$ cat src/rtl/vga_timing_gen_if.sv
// Raster timing bundle from vga_timing_gen to the sync pins and the render stage.
// frame_cnt is only carried when VGA_FRAME_CNT_EN is defined.
interface vga_timing_gen_if #(
  parameter int CW = 10
);
  logic          hsync;
  logic          vsync;
  logic          video_on;
  logic [CW-1:0] pixel_x;
  logic [CW-1:0] pixel_y;
  logic          line_start;
  logic          frame_start;
`ifdef VGA_FRAME_CNT_EN
  logic [7:0]    frame_cnt;

  modport master (
    output hsync, vsync, video_on, pixel_x, pixel_y, line_start, frame_start, frame_cnt
  );
  modport slave (
    input  hsync, vsync, video_on, pixel_x, pixel_y, line_start, frame_start, frame_cnt
  );
`else
  modport master (
    output hsync, vsync, video_on, pixel_x, pixel_y, line_start, frame_start
  );
  modport slave (
    input  hsync, vsync, video_on, pixel_x, pixel_y, line_start, frame_start
  );
`endif
endinterface

$ cat src/rtl/vga_timing_gen.sv
// VGA raster timing (640x480@60 default); every output registered from next-state counts, zero latency.
// Free-running, no backpressure. Define VGA_FRAME_CNT_EN to add the 8-bit frame_cnt output.
module vga_timing_gen #(
  parameter int H_ACTIVE = 640,
  parameter int H_FP     = 16,
  parameter int H_SYNC   = 96,
  parameter int H_BP     = 48,
  parameter int V_ACTIVE = 480,
  parameter int V_FP     = 10,
  parameter int V_SYNC   = 2,
  parameter int V_BP     = 33,
  parameter bit SYNC_POL = 1'b0,
  parameter int CW       = 10
) (
  input  logic              clk,
  input  logic              rst_n,
  vga_timing_gen_if.master  vga
);

  localparam int H_TOTAL = H_ACTIVE + H_FP + H_SYNC + H_BP;
  localparam int V_TOTAL = V_ACTIVE + V_FP + V_SYNC + V_BP;

  localparam logic [CW-1:0] H_LAST = CW'(H_TOTAL - 1);
  localparam logic [CW-1:0] V_LAST = CW'(V_TOTAL - 1);
  localparam logic [CW-1:0] H_VIS  = CW'(H_ACTIVE);
  localparam logic [CW-1:0] V_VIS  = CW'(V_ACTIVE);
  localparam logic [CW-1:0] HS_BEG = CW'(H_ACTIVE + H_FP);
  localparam logic [CW-1:0] HS_END = CW'(H_ACTIVE + H_FP + H_SYNC);
  localparam logic [CW-1:0] VS_BEG = CW'(V_ACTIVE + V_FP);
  localparam logic [CW-1:0] VS_END = CW'(V_ACTIVE + V_FP + V_SYNC);

  logic [CW-1:0] h_cnt, v_cnt;
  logic [CW-1:0] h_nxt, v_nxt;
  logic          hsync_q, vsync_q, video_on_q, line_start_q, frame_start_q;
  logic          hsync_d, vsync_d, video_on_d, line_start_d, frame_start_d;

  always_comb begin
    h_nxt = h_cnt + CW'(1);
    v_nxt = v_cnt;
    if (h_cnt == H_LAST) begin
      h_nxt = '0;
      v_nxt = (v_cnt == V_LAST) ? '0 : v_cnt + CW'(1);
    end
  end

  // Flags decode the position the counters are about to hold, so they land aligned with it.
  always_comb begin
    hsync_d       = ((h_nxt >= HS_BEG) && (h_nxt < HS_END)) ? SYNC_POL : ~SYNC_POL;
    vsync_d       = ((v_nxt >= VS_BEG) && (v_nxt < VS_END)) ? SYNC_POL : ~SYNC_POL;
    video_on_d    = (h_nxt < H_VIS) && (v_nxt < V_VIS);
    line_start_d  = (h_nxt == '0);
    frame_start_d = (h_nxt == '0) && (v_nxt == '0);
  end

  // Reset parks on the last pixel of the frame so the first edge after release lands on (0,0).
  always_ff @(posedge clk or negedge rst_n) begin
    if (!rst_n) begin
      h_cnt         <= H_LAST;
      v_cnt         <= V_LAST;
      hsync_q       <= ~SYNC_POL;
      vsync_q       <= ~SYNC_POL;
      video_on_q    <= 1'b0;
      line_start_q  <= 1'b0;
      frame_start_q <= 1'b0;
    end else begin
      h_cnt         <= h_nxt;
      v_cnt         <= v_nxt;
      hsync_q       <= hsync_d;
      vsync_q       <= vsync_d;
      video_on_q    <= video_on_d;
      line_start_q  <= line_start_d;
      frame_start_q <= frame_start_d;
    end
  end

  assign vga.hsync       = hsync_q;
  assign vga.vsync       = vsync_q;
  assign vga.video_on    = video_on_q;
  assign vga.pixel_x     = h_cnt;
  assign vga.pixel_y     = v_cnt;
  assign vga.line_start  = line_start_q;
  assign vga.frame_start = frame_start_q;

`ifdef VGA_FRAME_CNT_EN
  logic [7:0] frame_cnt_q;

  always_ff @(posedge clk or negedge rst_n) begin
    if (!rst_n) begin
      frame_cnt_q <= 8'd0;
    end else if (frame_start_d) begin
      frame_cnt_q <= frame_cnt_q + 8'd1;
    end
  end

  assign vga.frame_cnt = frame_cnt_q;
`endif

endmodule

$ cat src/flat_wrapper.sv
// flat-port wrapper written by rule: the top's interface ports become plain ports
module vga_timing_gen_flat 
#(
  parameter int H_ACTIVE = 640,
  parameter int H_FP     = 16,
  parameter int H_SYNC   = 96,
  parameter int H_BP     = 48,
  parameter int V_ACTIVE = 480,
  parameter int V_FP     = 10,
  parameter int V_SYNC   = 2,
  parameter int V_BP     = 33,
  parameter bit SYNC_POL = 1'b0,
  parameter int CW       = 10
)
  (clk, rst_n, vga_hsync, vga_vsync, vga_video_on, vga_pixel_x, vga_pixel_y, vga_line_start, vga_frame_start);
  vga_timing_gen_if #(.CW(CW)) vga_i ();
  input  logic clk;
  input  logic rst_n;
  output wire logic [$bits(vga_i.hsync)-1:0] vga_hsync;
  output wire logic [$bits(vga_i.vsync)-1:0] vga_vsync;
  output wire logic [$bits(vga_i.video_on)-1:0] vga_video_on;
  output wire logic [$bits(vga_i.pixel_x)-1:0] vga_pixel_x;
  output wire logic [$bits(vga_i.pixel_y)-1:0] vga_pixel_y;
  output wire logic [$bits(vga_i.line_start)-1:0] vga_line_start;
  output wire logic [$bits(vga_i.frame_start)-1:0] vga_frame_start;
  assign vga_hsync = vga_i.hsync;
  assign vga_vsync = vga_i.vsync;
  assign vga_video_on = vga_i.video_on;
  assign vga_pixel_x = vga_i.pixel_x;
  assign vga_pixel_y = vga_i.pixel_y;
  assign vga_line_start = vga_i.line_start;
  assign vga_frame_start = vga_i.frame_start;
  vga_timing_gen #(.H_ACTIVE(H_ACTIVE), .H_FP(H_FP), .H_SYNC(H_SYNC), .H_BP(H_BP), .V_ACTIVE(V_ACTIVE), .V_FP(V_FP), .V_SYNC(V_SYNC), .V_BP(V_BP), .SYNC_POL(SYNC_POL), .CW(CW)) u_core (.clk(clk), .rst_n(rst_n), .vga(vga_i));
endmodule
$ cat config.mk
export PLATFORM = sky130hd
export DESIGN_NAME = vga_timing_gen_flat
export DESIGN_NICKNAME = d
export VERILOG_FILES = /design/src/rtl/vga_timing_gen_if.sv /design/src/rtl/vga_timing_gen.sv /design/src/flat_wrapper.sv
export SDC_FILE = /design/constraint.sdc
export NUM_CORES = 1
export LEC_CHECK = 0
export CORE_MARGIN = 2
export CORE_UTILIZATION = 25
export DETAILED_ROUTE_END_ITERATION = 10
export SLEW_MARGIN = 20
export SYNTH_ARGS = -nofsm -noshare
export SYNTH_HDL_FRONTEND = slang
export SYNTH_SLANG_ARGS = --single-unit
$ cat constraint.sdc
create_clock -name clk -period 3.5 [get_ports clk]
set_clock_uncertainty 0.15 [all_clocks]
set_input_delay 0.875 -clock clk [delete_from_list [all_inputs] [get_ports clk]]
set_output_delay 0.875 -clock clk [all_outputs]
set_load 0.01 [all_outputs]
==> out/summary.txt <==
status -> completed
leakage -> 0.684 nW
CP endpoint kind -> register
HPWL Detailed -> 2720 um
antenna-violating nets left -> 0
Die X -> 84.3 um
#FFs+latches synth -> 25
Buf/Inv on CP -> 0
clock buffer count from CTS -> 3
via count -> 1284
number of synthesized flops with an enable pin -> 0
CTS HTree Levels -> 1
drt first pass iters -> 4
Mapped Cells -> 170
setup_tns -> 0 ns
Hold WC Path Type -> register to register
top post-synthesis cells by area -> dfrtp_1 20%, dfstp_2 20%, xnor2_1 5.4%
max frequency -> 0.374 GHz
Worst R2R Start -> u_core.vga.pixel_x[0]$_DFF_PN1_
commonest non-fill, non-tap cell in the layout -> clkdlybuf4s50_1
Root Buffer -> clkbuf_8
final instance area -> 0.00193 mm^2
pins over their slew limit -> 0
Vert. Die Dim -> 84.3 um
fin crit period -> 2.67 ns
CTS tree -> done
buffer count from post-CTS setup fixing -> 0
insertion delay to the later sink of the worst-skew pair -> 0.27 ns
Residual DRC -> 0
Syn Area/Cell -> 9.47 um^2
Pint -> 0.000372 W
total grt overflow -> 0
Worst Max-Slew Pin Slew -> 0.434 ns
Num Clock Sinks -> 25
Synth Cell Area -> 0.00161 mm^2
CP endpoint -> u_core.vga.frame_start$_DFF_PN0_
DR iter-0 viols -> 59
Top Ports -> 27
Gate power share -> 0.016
area post-placement -> 0.00189 mm^2
hold path startpoint -> u_core.vga.pixel_x[0]$_DFF_PN1_
per-cell routed wire length -> 14.0 um
number of global-route vias before repair -> 1241
startpoint types -> register
R2R Setup Slk -> 0.83 ns
most frequent cells in the layout -> 26 x clkdlybuf4s50_1, 18 x nand2_1, 13 x dfrtp_1, 12 x nor2_1, 12 x dfstp_2
setup violators final -> 0
asr flop ratio synth -> 1.00
Hold WS -> 0.390 ns
Sw Ratio -> 0.217
CTS clk-pin slew, worst paths -> 0.10 ns
Data required, critical path -> 3.54 ns
sequential fraction of design power -> 0.609
Max VDD drop -> 0.172 mV
CP Launch Point -> u_core.vga.pixel_x[0]$_DFF_PN1_
filler cell count -> 655
Slew headroom -> 0.709
Final period util -> 0.764
fraction of layout cells with a size suffix above 1 -> 0.144
Syn Nets -> 175
Distinct cells, synth -> 50
# port buffers -> 26
Yosys top cell by area -> dfrtp_1
Tot GR Track Use -> 0.108
Max clock buf depth -> 2
WL final -> 3680 um
Core Region -> 0.00628 mm^2
Reg area -> 641 um^2
crit-path max FO -> 10
cell chain of the critical path -> ha_1 -> nand4_1 -> nor3_4 -> o21ai_2 -> a22o_1 -> nand2b_1 -> nor4b_2
Starting Density -> 0.257
global placement routability congestion -> 0.831
Final Hold Viols -> 0
Critical Path Slowest Stage Cell -> dfstp_2
full die area -> 0.00710 mm^2
Seq/Total Area, Yosys -> 0.398
initial antenna violation count -> 0
first-pass GRT wire length -> 6380 um
Critical R2R Capture -> u_core.vga.frame_start$_DFF_PN0_
Hold Buf Count CTS -> 0
CP max stage delay -> 0.57 ns
Clock Power Share -> 0.375
most common flop cell mapped by yosys -> dfrtp_1
Register-to-Register Path Depth -> 7
PD cells -> 246 mW/mm^2
post_cts resized -> 0
RSZ-0062 raised after global routing -> no
max-capacitance violation count -> 0
Multi-input gate area -> 858 um^2
diode count -> 0
Crit path max-delay family -> simple AND/OR/NAND/NOR gates
post-synth top area share -> 0.202
nets@finish -> 193
largest net degree at the start of global routing -> 26
critical path arrival -> 2.71 ns
DR vias/cell -> 4.86
Core Util, Final -> 0.308
Synth Warn # -> 0
row cnt -> 29
Area Growth Syn to Fin -> 20.1%
critical path depth in cells -> 7
CP Class -> register to register
Switch Pwr -> 0.000103 W
## metrics by stage
stage | total power, W | worst slack [ns] | cells
floorplan | 0.000295 | 1.11 | 170
global placement | 0.000302 | 0.873 | 260
detailed placement | 0.000303 | 0.824 | 260
CTS | 0.000485 | 0.797 | 264
global route | 0.000502 | 0.573 | 264
finish | 0.000475 | 0.826 | 264
## how the worst min path moves through the flow
stage / slack, ns / endpoint / cells past startpoint
finish: 0.39 / u_core.vga.pixel_x[0]$_DFF_PN1_ / 1
global route: 0.41 / u_core.vga.pixel_x[0]$_DFF_PN1_ / 1
CTS: 0.40 / u_core.vga.pixel_x[0]$_DFF_PN1_ / 1
detailed placement: 0.38 / u_core.vga.pixel_x[0]$_DFF_PN1_ / 1
global placement: 0.36 / u_core.vga.pixel_x[0]$_DFF_PN1_ / 1
floorplan: 0.36 / u_core.vga.pixel_x[0]$_DFF_PN1_ / 1
## final cells by class
class                   instances  share of cell area
multi-input cells             125               0.444
inverters                       6              0.0116
clock buffers                   3              0.0213
repair buffers                 27               0.138
clock inverters                 1             0.00388
well taps                      77              0.0498
flip-flops and latches         25               0.331
## metal layers
metal	wire length, um	track usage
met3	163	0.0256
met4	0	0.0132
met2	1780	0.183
met1	1740	0.146
met5	0	0
## registers in the layout, indices dropped and copies added (netlist names)
register	count
u_core.vga.pixel_x	10
u_core.vga.pixel_y	10
u_core.vga.video_on	1
u_core.vga.line_start	1
u_core.vga.vsync	1
u_core.vga.hsync	1
u_core.vga.frame_start	1
## cells in the mapped netlist (2+ instances only)
library cell,instances
nand2_1,18
buf_6,2
nand2b_1,3
clkbuf_1,3
or3_1,2
nor4_1,2
dfrtp_1,13
a311o_1,2
buf_4,4
nand4_1,6
nand4b_1,2
nor2b_1,2
xnor2_1,10
nand3_1,11
buf_2,5
nor4_4,2
and3_1,2
a21oi_1,3
a31oi_1,4
dfstp_2,12
nor3_4,2
nor2_1,12
o21ai_0,10
inv_1,6
xor2_1,4
ha_1,3
nor3_1,2
## cell families after synthesis
group	count (synthesis)	share of synthesized area
buf+inv	20	0.0691
compound gates	30	0.125
simple gates	76	0.295
xor+xnor	14	0.0761
fa+ha+maj	3	0.0233
mux	2	0.0132
flops	25	0.398
## power groups by stage
stage	combinational, W	clock, W	sequential, W
floorplan	0.000000000329	0	0.000295
global placement	0.00000792	0	0.000294
detailed placement	0.00000808	0	0.000294
CTS	0.00000810	0.000188	0.000289
global route	0.00000898	0.000204	0.000290
finish	0.00000738	0.000178	0.000289
No activity file was read; power rests on OpenSTA's default activity.
